$ cat src/rtl/gamma_wta_ctrl_pkg.sv
// rtl/gamma_wta_ctrl_pkg.sv - shared types and constants for the gamma-cycle WTA sequencer
package gamma_wta_ctrl_pkg;

    typedef enum logic [1:0] {
        IDLE,
        CLEAR,
        WINDOW,
        REPORT
    } state_t;

    localparam int MAX_TIME_W = 32;

    // All-ones of the requested width, used as the "no winner" arrival time.
    function automatic logic [MAX_TIME_W-1:0] no_hit_time(input int width);
        logic [MAX_TIME_W-1:0] r;
        r = '0;
        for (int i = 0; i < MAX_TIME_W; i++) begin
            if (i < width) r[i] = 1'b1;
        end
        return r;
    endfunction

endpackage

$ cat src/rtl/gamma_wta_ctrl_if.sv
// rtl/gamma_wta_ctrl_if.sv - winner result handshake from the sequencer to readout
interface gamma_wta_ctrl_if #(
    parameter int NUM_INPUTS        = 16,
    parameter int GAMMA_CYCLE_WIDTH = 16
);
    localparam int IDX_W = (NUM_INPUTS > 1) ? $clog2(NUM_INPUTS) : 1;

    logic                         result_valid;
    logic                         result_ready;
    logic                         winner_hit;
    logic [IDX_W-1:0]             winner_idx;
    logic [GAMMA_CYCLE_WIDTH-1:0] winner_time;
    logic                         onehot_err;

    modport master (
        output result_valid, winner_hit, winner_idx, winner_time, onehot_err,
        input  result_ready
    );

    modport slave (
        input  result_valid, winner_hit, winner_idx, winner_time, onehot_err,
        output result_ready
    );

endinterface

$ cat src/rtl/wta_prio_enc.sv
// rtl/wta_prio_enc.sv - combinational lowest-set-bit encoder with any-bit-set flag
module wta_prio_enc #(
    parameter int N     = 16,
    parameter int IDX_W = (N > 1) ? $clog2(N) : 1
) (
    input  logic [N-1:0]     vec,
    output logic [IDX_W-1:0] idx,
    output logic             any
);

    // Scan from the top down so the lowest set bit is the last assignment.
    always_comb begin
        idx = '0;
        any = |vec;
        for (int i = N - 1; i >= 0; i--) begin
            if (vec[i]) idx = IDX_W'(i);
        end
    end

endmodule

$ cat src/rtl/gamma_wta_ctrl.sv
// rtl/gamma_wta_ctrl.sv - gamma-cycle sequencer for the async WTA array; WTA_ONEHOT_CHECK_EN adds the multi-winner checker
module gamma_wta_ctrl
    import gamma_wta_ctrl_pkg::*;
#(
    parameter int NUM_INPUTS        = 16,
    parameter int GAMMA_CYCLE_WIDTH = 16,
    parameter int PULSE_WIDTH       = 8
) (
    input  logic                         clk,
    input  logic                         rst,
    input  logic                         enable,
    input  logic [GAMMA_CYCLE_WIDTH-1:0] gamma_period,
    input  logic [NUM_INPUTS-1:0]        wta_spikes,
    output logic                         wta_rst,
    output logic                         gamma_start,
    gamma_wta_ctrl_if.master             result
);

    localparam int GCW   = GAMMA_CYCLE_WIDTH;
    localparam int IDX_W = (NUM_INPUTS > 1) ? $clog2(NUM_INPUTS) : 1;
    localparam int PCW   = $clog2(PULSE_WIDTH + 1);
    localparam logic [PCW-1:0] PULSE_LAST  = PCW'(PULSE_WIDTH - 1);
    localparam logic [GCW-1:0] NO_HIT_TIME = GCW'(no_hit_time(GCW));

    state_t                  state, state_nxt;
    logic [PCW-1:0]          pulse_cnt;
    logic [GCW-1:0]          win_cnt;
    logic [GCW-1:0]          win_last;
    logic [NUM_INPUTS-1:0]   sync_q1, sync_q2;
    logic [IDX_W-1:0]        enc_idx;
    logic                    enc_any;

    wta_prio_enc #(.N(NUM_INPUTS), .IDX_W(IDX_W)) u_prio_enc (
        .vec (sync_q2),
        .idx (enc_idx),
        .any (enc_any)
    );

    always_ff @(posedge clk or posedge rst) begin
        if (rst) state <= IDLE;
        else     state <= state_nxt;
    end

    always_comb begin
        state_nxt           = state;
        wta_rst             = 1'b1;
        gamma_start         = 1'b0;
        result.result_valid = 1'b0;
        case (state)
            IDLE: begin
                if (enable) state_nxt = CLEAR;
            end
            CLEAR: begin
                gamma_start = (pulse_cnt == '0);
                if (pulse_cnt == PULSE_LAST) state_nxt = WINDOW;
            end
            WINDOW: begin
                wta_rst = 1'b0;
                if (win_cnt == win_last) state_nxt = REPORT;
            end
            REPORT: begin
                wta_rst             = 1'b0;
                result.result_valid = 1'b1;
                // enable is only consulted here, so a drop mid-cycle still reports.
                if (result.result_ready) state_nxt = enable ? CLEAR : IDLE;
            end
            default: state_nxt = IDLE;
        endcase
    end

    always_ff @(posedge clk or posedge rst) begin
        if (rst) begin
            pulse_cnt <= '0;
            win_cnt   <= '0;
            win_last  <= '0;
            sync_q1   <= '0;
            sync_q2   <= '0;
        end else begin
            pulse_cnt <= (state == CLEAR)  ? pulse_cnt + 1'b1 : '0;
            win_cnt   <= (state == WINDOW) ? win_cnt + 1'b1   : '0;
            if (state == CLEAR && pulse_cnt == '0) begin
                win_last <= (gamma_period == '0) ? '0 : gamma_period - 1'b1;
            end
            if (state == CLEAR) begin
                sync_q1 <= '0;
                sync_q2 <= '0;
            end else begin
                sync_q1 <= wta_spikes;
                sync_q2 <= sync_q1;
            end
        end
    end

    // First nonzero synced sample in the window wins; later samples are ignored.
    always_ff @(posedge clk or posedge rst) begin
        if (rst) begin
            result.winner_hit  <= 1'b0;
            result.winner_idx  <= '0;
            result.winner_time <= '0;
        end else if (state == CLEAR) begin
            result.winner_hit  <= 1'b0;
            result.winner_idx  <= '0;
            result.winner_time <= NO_HIT_TIME;
        end else if (state == WINDOW && !result.winner_hit && enc_any) begin
            result.winner_hit  <= 1'b1;
            result.winner_idx  <= enc_idx;
            result.winner_time <= win_cnt;
        end
    end

`ifdef WTA_ONEHOT_CHECK_EN
    always_ff @(posedge clk or posedge rst) begin
        if (rst) begin
            result.onehot_err <= 1'b0;
        end else if (state == CLEAR) begin
            result.onehot_err <= 1'b0;
        end else if (state == WINDOW && ((sync_q2 & (sync_q2 - 1'b1)) != '0)) begin
            result.onehot_err <= 1'b1;
        end
    end
`else
    assign result.onehot_err = 1'b0;
`endif

endmodule

$ cat src/flat_wrapper.sv
// flat-port wrapper written by rule: the top's interface ports become plain ports
module gamma_wta_ctrl_flat import gamma_wta_ctrl_pkg::*;
#(
    parameter int NUM_INPUTS        = 16,
    parameter int GAMMA_CYCLE_WIDTH = 16,
    parameter int PULSE_WIDTH       = 8
)
  (clk, rst, enable, gamma_period, wta_spikes, wta_rst, gamma_start, result_result_valid, result_winner_hit, result_winner_idx, result_winner_time, result_onehot_err, result_result_ready);
  gamma_wta_ctrl_if #(.NUM_INPUTS(NUM_INPUTS), .GAMMA_CYCLE_WIDTH(GAMMA_CYCLE_WIDTH)) result_i ();
  input  logic clk;
  input  logic rst;
  input  logic enable;
  input  logic [GAMMA_CYCLE_WIDTH-1:0] gamma_period;
  input  logic [NUM_INPUTS-1:0] wta_spikes;
  output logic wta_rst;
  output logic gamma_start;
  output wire logic [$bits(result_i.result_valid)-1:0] result_result_valid;
  output wire logic [$bits(result_i.winner_hit)-1:0] result_winner_hit;
  output wire logic [$bits(result_i.winner_idx)-1:0] result_winner_idx;
  output wire logic [$bits(result_i.winner_time)-1:0] result_winner_time;
  output wire logic [$bits(result_i.onehot_err)-1:0] result_onehot_err;
  input wire logic [$bits(result_i.result_ready)-1:0] result_result_ready;
  assign result_result_valid = result_i.result_valid;
  assign result_winner_hit = result_i.winner_hit;
  assign result_winner_idx = result_i.winner_idx;
  assign result_winner_time = result_i.winner_time;
  assign result_onehot_err = result_i.onehot_err;
  assign result_i.result_ready = result_result_ready;
  gamma_wta_ctrl #(.NUM_INPUTS(NUM_INPUTS), .GAMMA_CYCLE_WIDTH(GAMMA_CYCLE_WIDTH), .PULSE_WIDTH(PULSE_WIDTH)) u_core (.clk(clk), .rst(rst), .enable(enable), .gamma_period(gamma_period), .wta_spikes(wta_spikes), .wta_rst(wta_rst), .gamma_start(gamma_start), .result(result_i));
endmodule
$ cat config.mk
export PLATFORM = sky130hd
export DESIGN_NAME = gamma_wta_ctrl_flat
export DESIGN_NICKNAME = d
export VERILOG_FILES = /design/src/rtl/gamma_wta_ctrl_pkg.sv /design/src/rtl/gamma_wta_ctrl_if.sv /design/src/rtl/wta_prio_enc.sv /design/src/rtl/gamma_wta_ctrl.sv /design/src/flat_wrapper.sv
export SDC_FILE = /design/constraint.sdc
export NUM_CORES = 1
export LEC_CHECK = 0
export ABC_CLOCK_PERIOD_IN_PS = 3700
export BUFFER_PORTS_ARGS = -buffer_cell sky130_fd_sc_hd__buf_2
export CORE_MARGIN = 5
export CORE_UTILIZATION = 37
export CTS_CLUSTER_SIZE = 12
export DETAILED_ROUTE_END_ITERATION = 8
export PLACE_DENSITY_LB_ADDON = 0.1
export SYNTH_ARGS = -nofsm -noshare
export SYNTH_HDL_FRONTEND = slang
export SYNTH_SLANG_ARGS = --single-unit
$ cat constraint.sdc
create_clock -name clk -period 3.7 [get_ports clk]
set_input_delay 0.37 -clock clk [delete_from_list [all_inputs] [get_ports clk]]
set_output_delay 0.37 -clock clk [all_outputs]
set_load 0.03 [all_outputs]
-- After elaboration in Yosys (flattened, before gate mapping)
Index checks and enable logic that the tools add are counted.
- register bits: 91
- bits in latches: 0
- bits in writable memories: 0
- bits in read-only memories: 0
- input port bits: 36
- output and inout bits: 25
- memories: 0
- $add $sub $neg: 3
- $mul: 0
- div/mod/pow operators: 0
- order comparisons: 0
- equality and inequality tests: 9
- shift operators: 0
- mux-type cells: 36
- bitwise operators: 0
- reduce and logical (&&, ||, !) cells: 11
- operators with widths (cell ; count):
    $mux 16 ; 6
    $mux 4 ; 19
    $add 16x1->16 const B ; 1
    $eq 16x16->1 ; 1
    $logic_not 16->1 ; 1
    $reduce_or 16->1 ; 1
    $sub 16x1->16 const B ; 1
    $mux 2 ; 4
    $pmux 2 s4 ; 1
    $mux 1 ; 6
    $add 4x1->4 const B ; 1
    $eq 2x2->1 const B ; 2
    $eq 4x3->1 const B ; 1
    $logic_not 4->1 ; 1
    $ne 2x1->1 const B ; 2
    $ne 2x2->1 const B ; 2
    $reduce_and 4->1 ; 1
    $logic_and 1x1->1 ; 3
    $eq 2x1->1 const B ; 1
    $logic_not 2->1 ; 1
    $reduce_bool 2->1 ; 1
    $reduce_or 2->1 ; 1
    $logic_not 1->1 ; 1

-- Longest topological paths before layout
Gate-level depths: netlist of the first run.
- word-level depth: 18
- gate-level depth with buffers: 9
- mapped depth without buffers: 6

-- Hierarchy
From an unflattened synthesis of the first run, not the netlist that was laid out.
- cell total of the unflattened synthesis: 386
- area, all modules: 4187.8 um^2
- by module, submodules not included (module ; instances ; cells each ; area an instance (um^2) ; seq. area each (um^2)):
    gamma_wta_ctrl ; 1 ; 352 ; 4011.3 ; 2277.2
    wta_prio_enc ; 1 ; 34 ; 176.4 ; 0.0

-- Worst setup path before layout of the first run
Ideal clock, no wire load.
- path type: register to register
- start point: register u_core.state[0]
- end point: register u_core.result.winner_idx[3]
- data arrival time: 2.064 ns
- data required time: 3.622 ns
- path slack: 1.558 ns
- stages on the path, launching flop included: 9
- path buffers: 2
- path through: dfrtp_1 inv_1 ha_1 clkbuf_2 o41ai_4 nor2_2 clkbuf_1 or4b_2 a21oi_1
- longest elaborated chain between the ends: 4
- elaborated cells between the ends (all ways): 6
- RTL lines (what ; RTL line ; text):
    start, declared ; gamma_wta_ctrl.sv:25 ; state_t state, state_nxt;
    start signal, assigned ; gamma_wta_ctrl.sv:41 ; else state <= state_nxt;
    $eq 2x2->1 ; gamma_wta_ctrl.sv:104 ; end else if (state == WINDOW && !result.winner_hit && enc_any) begin
    $logic_and 1x1->1 (2 in series) ; gamma_wta_ctrl.sv:104 ;
    $reduce_bool 2->1 (no line) ; n/a ;
    end signal, assigned ; gamma_wta_ctrl.sv:106 ; result.winner_idx <= enc_idx;
    end, declared ; gamma_wta_ctrl_if.sv:16 ; output result_valid, winner_hit, winner_idx, winner_time, onehot_err,
Parallel ways exist; a longest one is shown, timed or not.
A chain may end at the register's enable or synchronous reset.

-- Worst setup path in the final report of the first run
- start point: register u_core.state[0]
- end point: register u_core.result.winner_time[6]
- longest elaborated chain between the ends: 4
- elaborated cells between the ends (all ways): 6
- RTL lines (what ; RTL line ; text):
    $eq 2x2->1 ; gamma_wta_ctrl.sv:104 ;
    $logic_and 1x1->1 (2 in series) ; gamma_wta_ctrl.sv:104 ;
    $reduce_bool 2->1 (no line) ; n/a ;
    end signal, assigned ; gamma_wta_ctrl.sv:107 ; result.winner_time <= win_cnt;
    end, declared ; gamma_wta_ctrl_if.sv:16 ;
Parallel ways exist; a longest one is shown, timed or not.

==> out/qor.txt, run 1 <==
STATUS
-----------------------------------------------------------------------------------------------------------------
Result of the run                                                                                    finished, final reports clean

GLOBAL ROUTING
-----------------------------------------------------------------------------------------------------------------
Met3 Resource Use GR                                                                                       0.0332
Global Route met2 Usage                                                                                     0.173
First-pass GRT wire length                                                                               14800 µm
Antenna violations before repair                                                                                0
Largest net degree at the start of global routing                                                              61
Most used routing layer                                                                                      met1
Number of global-route vias before repair                                                                    2904
GR Util met1                                                                                                0.201
Overall global routing resource usage                                                                       0.130
Overflow left after global routing                                                                              0

WORST SETUP PATH
-----------------------------------------------------------------------------------------------------------------
Cells on worst reg2reg path                                                                                     8
CP endpoint kind                                                                                         register
Slowest library cell on the worst path                                                                    dfrtp_1
Critical path buffer and inverter count                                                                         3
CP dominant cell by count                                                                                   buf_4
Required arrival time at the worst endpoint                                                               3920 ps
Maximum fanout count along the critical path                                                                   32
Arrival time reported for the critical path endpoint                                                      2560 ps
Type of the worst setup path                                                                         register to register
Minimum setup slack among reg-to-reg paths                                                                1360 ps
Critical path's largest stage delay                                                                        430 ps
Top delay family on crit path                                                                        buffers and inverters
Reg-to-reg critical path startpoint                                                                  u_core.state[0]
Endpoint of the worst register-to-register path                                                      u_core.result.winner_time[6]
CP startpoint kind                                                                                       register
Sequence of cells on the critical path                                                               inv_1 -> ha_1 -> buf_4 -> o41ai_4 -> nor2_2 -> buf_4 -> and2b_2 -> a211o_1

POWER AND IR DROP
-----------------------------------------------------------------------------------------------------------------
Share of total power in combinational logic                                                                 0.375
Worst ir drop on vdd                                                                                   0.000396 V
Share of total power in the clock network                                                                   0.242
Net load switching power                                                                                  1.51 mW
PnR Total Power                                                                                           4.11 mW
Static Leakage                                                                                            2.23 nW
Switching share of total power                                                                              0.368
Power per cell area                                                                                    808 nW/µm²
Part of the power in registers                                                                              0.382
Pint                                                                                                      2.60 mW

CTS
-----------------------------------------------------------------------------------------------------------------
Clock Latency Late Sink                                                                                    340 ps
Clock edge transition at the registers on the reported setup and hold paths                                 70 ps
Number of buffers inserted during clock tree synthesis                                                          9
Maximum buffer depth of the clock tree                                                                          2
Clock Root Buffer                                                                                       clkbuf_16
Total number of H-tree levels                                                                                   3
TritonCTS sink count                                                                                           91
Number of setup buffers added after CTS                                                                         0
TritonCTS clock tree                                                                                          yes

DETAILED ROUTING
-----------------------------------------------------------------------------------------------------------------
Via density                                                                                                  4.80
Antenna Violating Nets Remaining                                                                                0
Vias after detailed routing                                                                                  2892
Average wire length per cell after detail routing                                                         14.2 µm
First-pass detailed-route iteration total                                                                       4
Final routed DRC violation total                                                                                0
Detailed router's first-iteration violation count                                                             154
Wirelength, routed                                                                                        8560 µm

FLOORPLANNING
-----------------------------------------------------------------------------------------------------------------
Vert. Die Dim                                                                                              118 µm
Starting density of the core                                                                                0.379
Top Ports                                                                                                      61
FP Rows                                                                                                        39
Area enclosed by the die boundary                                                                       13900 µm²
CORE AREA                                                                                               11400 µm²
Die width                                                                                                  118 µm

STA
-----------------------------------------------------------------------------------------------------------------
Worst-margin pin slew                                                                                      666 ps
Worst slew margin relative to its limit                                                                     0.552
Timing-limited maximum frequency                                                                          427 MHz
Min Tclk post-route                                                                                       2340 ps
Final Cycle Share                                                                                           0.633
Post-route clock skew                                                                                     9.74 ps
Number of failing setup endpoints in the final timing report                                                    0
Summed negative setup slack over all endpoints                                                               0 ps
Max Transition Viols Final                                                                                      0
Setup repair after global routing missed its margin                                                         false
Count of final hold-check violations                                                                            0

SYNTHESIS
-----------------------------------------------------------------------------------------------------------------
Post-synthesis share of cell area spent on xor and xnor gates                                              0.0830
FF+latch count, synth                                                                                          91
Arithmetic-cell share of the synthesized area counting full adders, half adders and majority gates         0.0260
Mapped Avg Cell Area                                                                                     10.9 µm²
Top flip-flop cell by instance count after synthesis                                                      dfrtp_1
Dominant combinational cell family by area after synthesis                                           simple AND/OR/NAND/NOR gates
Proportion of synthesized chip area in sequential cells                                                     0.527
Cells after Synth                                                                                             397
Number of warning messages in the yosys log                                                                     0
Area contributors post-synth                                                                         dfrtp_1 53%, xnor2_1 7.3%, nor2b_1 6.8%, a211o_1 3.2%, ha_1 2.6%
Net Count, Synth                                                                                              442
Share of Yosys cell area claimed by the top area cell type                                                  0.527
Async set-or-reset flop fraction in the synthesized netlist                                                  1.00
Cell type contributing the most total cell area after synthesis                                           dfrtp_1
Compound-cell area share of the yosys netlist                                                               0.102
Post-synth EDFFs                                                                                                0
Synth cell types                                                                                               48
Synthesized area                                                                                         4320 µm²
Mux cell area share after synthesis                                                                       0.00752
Share of synthesized cell area in and, or, nand and nor gates                                               0.217

FINISH
-----------------------------------------------------------------------------------------------------------------
Most frequent standard cell in the layout excluding fill and tap cells                                    dfrtp_1
Fill count                                                                                                   1126
NumNets Final                                                                                                 500
Non-Filler Instances                                                                                          603
Area taken by flip-flops and latches                                                                     2280 µm²
Area grow syn2layout                                                                                        17.4%
Most used cells in the layout excluding fill and tap cells                                           91 x dfrtp_1, 59 x buf_2, 47 x nor2b_1
Area used by multi-input combinational logic                                                             1890 µm²
Final core utilization                                                                                      0.445
Diode count                                                                                                     0
Share of post-route cells with drive strength above 1                                                       0.217

PLACED DESIGN
-----------------------------------------------------------------------------------------------------------------
Count of buffers from port buffering                                                                           59
Placed cell count                                                                                             586
Half-perimeter wire length after detailed placement                                                       6140 µm
Routability congestion estimate                                                                             0.738

MIN PATH
-----------------------------------------------------------------------------------------------------------------
Path type of the worst min-delay path                                                                input port to register
Start point of the worst min-delay path                                                              wta_spikes[11]
Worst Hold Depth                                                                                                2
Worst-case hold path end point                                                                       u_core.sync_q1[11]

FLOW RUN
-----------------------------------------------------------------------------------------------------------------
Maxcap violations                                                                                               0

-- final cells by class --
| cell class | count | share of cell area |
|---|---|---|
| inverter | 14 | 0.0106 |
| clock inverter | 5 | 0.0168 |
| tap | 143 | 0.0352 |
| clock buffer | 11 | 0.0478 |
| timing repair buffer | 66 | 0.0690 |
| multi-input combinational | 273 | 0.372 |
| sequential | 91 | 0.448 |
-- flip-flops by register name (all words and copies together) (netlist names) --
name / count
u_core.sync_q1: 16
u_core.result.winner_idx: 4
u_core.win_last: 16
u_core.result.winner_time: 16
u_core.win_cnt: 16
u_core.pulse_cnt: 4
u_core.state: 2
u_core.sync_q2: 16
u_core.result.winner_hit: 1
-- how the worst max path moves through the flow --
stage | startpoint | endpoint | slack, ps | depth (start not counted)
after global routing | u_core.state[0] | u_core.result.winner_time[0] | 1170 | 8
final | u_core.state[0] | u_core.result.winner_time[6] | 1360 | 8
after detailed placement | gamma_period[4] | u_core.win_last[10] | 1300 | 6
after floorplan | rst | u_core.pulse_cnt[0] | 970 | 1
after CTS | u_core.state[0] | u_core.result.winner_time[1] | 1340 | 8
after global placement | u_core.state[0] | u_core.result.winner_time[1] | 1380 | 8
-- cells by family (layout without fill, tap and decap cells) --
kind of cell | after synthesis | in the layout
buffers and inverters | 33 | 96
AOI/OAI and AO/OA | 58 | 58
adders and majority gates | 9 | 9
and+or+nand+nor | 161 | 161
muxes | 3 | 3
other | 1 | 1
DFF | 91 | 91
xor gates and xnor gates | 41 | 41
-- worst reg2reg max path: stages, from the launching register on --
cell and delay [ps]:
dfrtp_1 430, inv_1 160, ha_1 170, buf_4 220, o41ai_4 140, nor2_2 240, buf_4 350, and2b_2 260
a211o_1 250
-- layer usage --
metal	share of wire	up-vias	wire length, µm
met2	0.40	49	3430
met1	0.55	1368	4670
met3	0.040	8	342
met5	0	-	0
met4	0.014	0	116
li1	-	1467	-
-- power by group through the flow --
stage	logic (mW)	clock network, mW	registers, mW
floorplan	1.05	0	1.72
global placement	1.55	0	1.58
detailed placement	1.56	0	1.59
CTS	1.57	1.02	1.57
global route	1.73	1.07	1.61
finish	1.54	0.995	1.57
-- synth_stat cells, drive strengths merged, types with 2 or more instances --
cell type	instances
nand4	9
a211o	16
buf	4
and2	17
a21oi	5
dfrtp	91
nor4	3
nor3	10
and2b	7
mux2	2
nor2	15
or4	5
clkbuf	15
a31o	2
nor2b	47
o21ai	12
nor3b	2
xor2	5
or3	2
nand3	6
nand2b	3
and4	2
a211oi	3
a21boi	2
ha	9
inv	14
a31oi	2
and3	2
xnor2	36
o31ai	10
nand2	28
-- metrics by stage --
step | hold WS [ps] | cell area (µm²) | worst slack (ps)
finish | 243 | 5080 | 1360
global route | 246 | 5080 | 1170
CTS | 238 | 5080 | 1340
global placement | 289 | 4740 | 1380
detailed placement | 290 | 4740 | 1300
floorplan | 439 | 4320 | 966
-- what timing repair did --
| item | CTS | global route |
|---|---|---|
| resized for setup | 0 | 0 |
| hold buffers | 1 | 0 |
| endpoints found under the hold margin | 10 | 0 |
Power figures use the tool's default switching activity.
==> inputs of run 2 (changes only) <==
--- a/config.mk
+++ b/config.mk
@@ -5,7 +5,8 @@
 export SDC_FILE = /design/constraint.sdc
 export NUM_CORES = 1
 export LEC_CHECK = 0
-export ABC_CLOCK_PERIOD_IN_PS = 3700
+export ABC_AREA = 1
+export ABC_CLOCK_PERIOD_IN_PS = 2400
 export BUFFER_PORTS_ARGS = -buffer_cell sky130_fd_sc_hd__buf_2
 export CORE_MARGIN = 5
 export CORE_UTILIZATION = 37
==> constraint.sdc (replaced) <==
create_clock -name clk -period 2.4 [get_ports clk]
set_input_delay 0.24 -clock clk [delete_from_list [all_inputs] [get_ports clk]]
set_output_delay 0.24 -clock clk [all_outputs]
set_load 0.03 [all_outputs]
==> out/qor.txt, run 2 <==
SYNTHESIS
------------------------------------------------------------------------------------------
Cells after Synth                                                                      490   +23%
Synth cell types                                                                        38   -21%
Top flip-flop cell by instance count after synthesis                               dfrtp_1
Synthesized area                                                                  4290 µm²   -0.72%
Number of warning messages in the yosys log                                              0   unchanged
Post-synth top cells                                                          97 x inv_1, 91 x dfrtp_1, 72 x nor2_1
Async set-or-reset flop fraction in the synthesized netlist                           1.00   unchanged
Net Count, Synth                                                                       535   +21%
Top-count cell post-synth                                                            inv_1
Share of Yosys cell area claimed by the top area cell type                           0.530   +0.00384
Post-synth EDFFs                                                                         0   unchanged
FF+latch count, synth                                                                   91   unchanged
Proportion of synthesized chip area in sequential cells                              0.530   +0.00384
Area contributors post-synth                                                  dfrtp_1 53%, inv_1 8.5%, nor2_1 6.3%, nand2_1 5.9%, a21oi_1 3.4%
Cell type contributing the most total cell area after synthesis                    dfrtp_1
Mapped Avg Cell Area                                                              8.76 µm²   -20%

CTS
------------------------------------------------------------------------------------------
Maximum buffer depth of the clock tree                                                   2   unchanged
Total number of H-tree levels                                                            3   unchanged
TritonCTS sink count                                                                    91   unchanged
TritonCTS clock tree                                                                   yes
Hold bufs inserted after CTS                                                             0   -1
Number of buffers inserted during clock tree synthesis                                   9   unchanged
Clock Latency Late Sink                                                             330 ps   about the same
Clock edge transition at the registers on the reported setup and hold paths          60 ps   about the same
Clock Root Buffer                                                                clkbuf_16

PLACED DESIGN
------------------------------------------------------------------------------------------
Half-perimeter wire length after detailed placement                                6440 µm   +4.9%
Placed cell count                                                                      688   +17%
Routability congestion estimate                                                      0.784   +6.3%
Count of buffers from port buffering                                                    59   unchanged

STA
------------------------------------------------------------------------------------------
Final Cycle Share                                                                    0.880
Count of final hold-check violations                                                     0   unchanged
Timing-limited maximum frequency                                                   474 MHz
Worst-margin pin slew                                                               604 ps   -62.0 ps
Post-route clock skew                                                              6.38 ps   -3.36 ps
Setup repair after global routing missed its margin                                  false
Worst slew margin relative to its limit                                              0.596   +0.0445
Min Tclk post-route                                                                2110 ps
Summed negative setup slack over all endpoints                                        0 ps   unchanged
Number of failing setup endpoints in the final timing report                             0   unchanged
Max Transition Viols Final                                                               0   unchanged

FLOORPLANNING
------------------------------------------------------------------------------------------
Area enclosed by the die boundary                                                13900 µm²   -0.66%
Die width                                                                           118 µm   -0.33%
Top Ports                                                                               61   unchanged
Vert. Die Dim                                                                       118 µm   -0.33%
CORE AREA                                                                        11400 µm²   unchanged
Starting density of the core                                                         0.376   -0.00274
FP Rows                                                                                 39   unchanged

DETAILED ROUTING
------------------------------------------------------------------------------------------
Final routed DRC violation total                                                         0   unchanged
First-pass detailed-route iteration total                                                4   unchanged
Wirelength, routed                                                                 8650 µm   +0.99%
Via density                                                                           4.49   -6.4%
Antenna Violating Nets Remaining                                                         0   unchanged
Average wire length per cell after detail routing                                  12.3 µm   -13%
Vias after detailed routing                                                           3159   +9.2%
Detailed router's first-iteration violation count                                      132   -14%

FINISH
------------------------------------------------------------------------------------------
Diode count                                                                              0   unchanged
Most used cells in the layout excluding fill and tap cells                    96 x inv_1, 91 x dfrtp_1, 72 x nor2_1
NumNets Final                                                                          601   +20%
Most frequent standard cell in the layout excluding fill and tap cells               inv_1
Area grow syn2layout                                                                 19.1%
Area taken by flip-flops and latches                                              2280 µm²   unchanged
Fill count                                                                            1146   +1.8%
Final core utilization                                                               0.448   +0.00307
Area used by multi-input combinational logic                                      1600 µm²   -15%
Non-Filler Instances                                                                   704   +17%
Share of post-route cells with drive strength above 1                                0.193   -0.0249

POWER AND IR DROP
------------------------------------------------------------------------------------------
Worst ir drop on vdd                                                            0.000431 V   +8.9%
Power per cell area                                                            1200 nW/µm²   +48%
Static Leakage                                                                     2.55 nW   +14%

GLOBAL ROUTING
------------------------------------------------------------------------------------------
Overflow left after global routing                                                       0   unchanged
Met3 Resource Use GR                                                                0.0288   -0.00432
Largest net degree at the start of global routing                                       92   +51%
Number of global-route vias before repair                                             3299   +14%
First-pass GRT wire length                                                        15200 µm   +2.4%
Overall global routing resource usage                                                0.132   +0.00256
Global Route met2 Usage                                                              0.208   +0.0349
Antenna violations before repair                                                         0   unchanged
Most used routing layer                                                               met2
GR Util met1                                                                         0.180   -0.0208

WORST SETUP PATH
------------------------------------------------------------------------------------------
Start point of the critical path                                              u_core.state[1]
Reg-to-reg critical path startpoint                                           u_core.state[1]
Sequence of cells on the critical path                                        inv_1 -> ha_1 -> nand2_1 -> nor3_4 -> buf_2
Type of the worst setup path                                                  register to output port
Critical path's largest stage delay                                                 400 ps   -30 ps
CP startpoint kind                                                                register
Maximum fanout count along the critical path                                             8   -75%
Arrival time reported for the critical path endpoint                               1870 ps   -690 ps
Cells on worst reg2reg path                                                              6   -2
Minimum setup slack among reg-to-reg paths                                          370 ps   -990 ps
CP endpoint kind                                                               output port
Endpoint of the worst register-to-register path                               u_core.result.winner_idx[1]
Slowest library cell on the worst path                                             dfrtp_1
Required arrival time at the worst endpoint                                        2160 ps   -1760 ps

STATUS
------------------------------------------------------------------------------------------
Result of the run                                                             finished, final reports clean

FLOW RUN
------------------------------------------------------------------------------------------
Maxcap violations                                                                        0   unchanged

MIN PATH
------------------------------------------------------------------------------------------
Path type of the worst min-delay path                                         input port to async pin

[run 2: logic make-up (layout without fill, tap and decap cells)]
| logic type | after synthesis | in the layout | share of synthesized area |
|---|---|---|---|
| adder cells (fa/ha/maj) | 9 | 9 | 0.0262 |
| flip-flops | 91 | 91 | 0.530 |
| other | 1 | 1 | 0.000874 |
| AO/OA/AOI/OAI | 69 | 69 | 0.0953 |
| XOR/XNOR | 23 | 23 | 0.0469 |
| buffers and inverters | 108 | 179 | 0.0973 |
| AND/OR/NAND/NOR | 189 | 189 | 0.203 |
[run 2: what timing repair did]
action                     CTS  global route
setup endpoints to repair    0             1
resized for setup            0             1
setup buffers                0             0
[run 2: worst max path at each step]
| stage | depth (start not counted) | endpoint |
|---|---|---|
| final | 5 | gamma_start |
| after floorplan | 7 | u_core.win_last[2] |
| after global placement | 6 | u_core.result.winner_idx[1] |
| after CTS | 5 | gamma_start |
| after global routing | 5 | gamma_start |
| after detailed placement | 6 | u_core.result.winner_idx[1] |
[run 2: worst max-delay path, delay by kind of cell, from the launching register on]
family / cells / cell delay, ps
DFF: 1 / 400
buffers and inverters: 2 / 420
adders and majority gates: 1 / 330
and+or+nand+nor: 2 / 390
[run 2: layout make-up]
cell class	count	share of cell area
Multi-Input combinational cell	291	0.314
Clock inverter	4	0.0142
Clock buffer	12	0.0502
Inverter	98	0.0727
Sequential cell	91	0.445
Timing Repair Buffer	65	0.0690
Tap cell	143	0.0350
[run 2: stage by stage]
step | area [µm²] | power [mW] | setup WS [ps] | hold WS (ps)
floorplan | 4300 | 4.01 | 211 | 341
global placement | 4780 | 4.59 | 427 | 419
detailed placement | 4780 | 4.65 | 361 | 428
CTS | 5110 | 6.21 | 173 | 65.4
global route | 5110 | 6.63 | 91.9 | 87.3
finish | 5110 | 6.12 | 289 | 38.7
[run 2: metal layers]
layer	vias to the layer above	routed length, µm
met3	9	345
met5	-	0
met4	0	128
li1	1646	-
met1	1446	4260
met2	58	3910
[run 2: power by group]
part / internal [mW] / leakage (nW) / total, mW / switching, mW
clock: 0.968 / 0.159 / 1.54 / 0.570
sequential: 2.05 / 1.13 / 2.33 / 0.280
combinational: 0.786 / 1.25 / 2.25 / 1.46
total: 3.80 / 2.55 / 6.12 / 2.31
==> inputs of run 3 (changes only) <==
--- a/config.mk
+++ b/config.mk
@@ -6,7 +6,7 @@
 export NUM_CORES = 1
 export LEC_CHECK = 0
 export ABC_AREA = 1
-export ABC_CLOCK_PERIOD_IN_PS = 2400
+export ABC_CLOCK_PERIOD_IN_PS = 2600
 export BUFFER_PORTS_ARGS = -buffer_cell sky130_fd_sc_hd__buf_2
 export CORE_MARGIN = 5
 export CORE_UTILIZATION = 37
==> constraint.sdc (replaced) <==
create_clock -name clk -period 2.6 [get_ports clk]
set_input_delay 0.26 -clock clk [delete_from_list [all_inputs] [get_ports clk]]
set_output_delay 0.26 -clock clk [all_outputs]
set_load 0.03 [all_outputs]
==> out/qor.txt, run 3 (same netlist as run 2, synthesis figures left out) <==
STA
------------------------------------------------------------------------------------------
Final Cycle Share                                                                    0.835
Worst slew margin relative to its limit                                              0.568   -0.0282
Summed negative setup slack over all endpoints                                        0 ps   unchanged
Hold Worst Slack                                                                   54.0 ps   +15.3 ps
Post-route clock skew                                                              3.79 ps   -2.60 ps
Worst-margin pin slew                                                               647 ps   +42.2 ps
Setup repair after global routing missed its margin                                  false
Number of failing setup endpoints in the final timing report                             0   unchanged
Min Tclk post-route                                                                2170 ps
Setup ws final                                                                      428 ps   +139 ps
Max Transition Viols Final                                                               0   unchanged
Timing-limited maximum frequency                                                   460 MHz
Count of final hold-check violations                                                     0   unchanged

WORST SETUP PATH
------------------------------------------------------------------------------------------
Arrival time reported for the critical path endpoint                               1910 ps   +40 ps
CP endpoint kind                                                               output port
Maximum fanout count along the critical path                                             8   unchanged
Type of the worst setup path                                                  register to output port
Required arrival time at the worst endpoint                                        2340 ps   +180 ps
CP startpoint kind                                                                register

CTS
------------------------------------------------------------------------------------------
Hold bufs inserted after CTS                                                             0   unchanged
Number of buffers inserted during clock tree synthesis                                   9   unchanged
TritonCTS sink count                                                                    91   unchanged
Total number of H-tree levels                                                            3   unchanged
TritonCTS clock tree                                                                   yes
Clock Latency Late Sink                                                             330 ps   about the same
Clock edge transition at the registers on the reported setup and hold paths          60 ps   about the same
Post-CTS resize count                                                                    0   unchanged
Maximum buffer depth of the clock tree                                                   2   unchanged
Number of setup buffers added after CTS                                                  0   unchanged
Clock Root Buffer                                                                clkbuf_16

DETAILED ROUTING
------------------------------------------------------------------------------------------
Detailed router's first-iteration violation count                                      135   +2.3%
Final routed DRC violation total                                                         0   unchanged
Average wire length per cell after detail routing                                  12.1 µm   -1.8%
First-pass detailed-route iteration total                                                4   unchanged
Via density                                                                           4.47   -0.46%
Antenna Violating Nets Remaining                                                         0   unchanged
Vias after detailed routing                                                           3140   -0.60%
Wirelength, routed                                                                 8480 µm   -1.9%

PLACED DESIGN
------------------------------------------------------------------------------------------
Half-perimeter wire length after detailed placement                                6380 µm   -0.94%
Routability congestion estimate                                                      0.786   +0.20%
Worst setup timing slack at the placement stage                                     560 ps   +199 ps
Placed Instance Area                                                              4780 µm²   unchanged
Count of buffers from port buffering                                                    59   unchanged

STATUS
------------------------------------------------------------------------------------------
Result of the run                                                             finished, final reports clean

FINISH
------------------------------------------------------------------------------------------
Share of post-route cells with drive strength above 1                                0.189   -0.00323
NumNets Final                                                                          601   unchanged
Most frequent standard cell in the layout excluding fill and tap cells               inv_1
Fin area                                                                          5070 µm²   -0.78%
Most used cells in the layout excluding fill and tap cells                    96 x inv_1, 91 x dfrtp_1, 72 x nor2_1
Area grow syn2layout                                                                 18.2%
Diode count                                                                              0   unchanged

FLOORPLANNING
------------------------------------------------------------------------------------------
Starting density of the core                                                         0.376   unchanged
CORE AREA                                                                        11400 µm²   unchanged
Top Ports                                                                               61   unchanged
FP Rows                                                                                 39   unchanged
Vert. Die Dim                                                                       118 µm   unchanged
Area enclosed by the die boundary                                                13900 µm²   unchanged
Die width                                                                           118 µm   unchanged

FLOW RUN
------------------------------------------------------------------------------------------
Maxcap violations                                                                        0   unchanged

MIN PATH
------------------------------------------------------------------------------------------
Path type of the worst min-delay path                                         input port to async pin

POWER AND IR DROP
------------------------------------------------------------------------------------------
Power per cell area                                                            1090 nW/µm²   -9.1%
Worst ir drop on vdd                                                            0.000466 V   +8.1%
Static Leakage                                                                     2.54 nW   -0.37%

GLOBAL ROUTING
------------------------------------------------------------------------------------------
First-pass GRT wire length                                                        14600 µm   -4.0%
Antenna violations before repair                                                         0   unchanged
Overflow left after global routing                                                       0   unchanged
Number of global-route vias before repair                                             3053   -7.5%
Overall global routing resource usage                                                0.129   -0.00318
Largest net degree at the start of global routing                                       92   unchanged

[run 3: changes by cell type in the layout (fill, tap and decap cells not counted), sizes merged]
cell,delta
bufinv,-1
clkinvlp,-1
clkbuf,+1
[run 3: metrics by stage]
step,utilization,instances,power [mW]
global placement,0.418,688,4.25
detailed placement,0.418,688,4.30
finish,0.444,703,5.52
floorplan,-,490,3.70
global route,0.444,703,5.96
CTS,0.444,703,5.62
[run 3: critical path, stage by stage (launching register included)]
cell,delay [ps]
dfrtp_1,400
inv_1,130
ha_1,310
nand2_1,100
nor3_2,330
buf_2,300
[run 3: metal layers]
layer / wire length, µm / share of wire / vias to the layer above / global-route usage
met2: 3690 / 0.44 / 64 / 0.194
met3: 396 / 0.047 / 13 / 0.0279
met1: 4240 / 0.50 / 1423 / 0.178
met4: 156 / 0.018 / 0 / 0.0581
met5: 0 / 0 / - / 0
li1: - / - / 1640 / -
[run 3: area by class of cell]
| cell class | instances | area (µm²) |
|---|---|---|
| flip-flops and latches | 91 | 2280 |
| multi-input cells | 291 | 1600 |
| inverters | 98 | 372 |
| well taps | 143 | 179 |
| repair buffers | 65 | 353 |
| fillers | 1146 | 6340 |
| clock buffers | 13 | 260 |
| clock inverters | 2 | 35.0 |
[run 3: report_power, final]
part,total [mW],internal (mW),switching (mW)
Combinational,2.08,0.724,1.35
Clock,1.29,0.791,0.499
Sequential,2.15,1.89,0.258
Total,5.52,3.41,2.11
[run 3: final timing paths]
check,start,end,slack (ps),cells past startpoint
setup / recovery,u_core.state[1],gamma_start,430,5
hold / removal,rst,u_core.result.winner_time[2],50,3
setup reg to reg,u_core.state[1],u_core.result.winner_idx[1],560,6
hold reg to reg,u_core.sync_q1[8],u_core.sync_q2[8],460,2
max in group asynchronous,rst,u_core.win_cnt[10],2170,3
min in group clk,wta_spikes[7],u_core.sync_q1[7],120,3
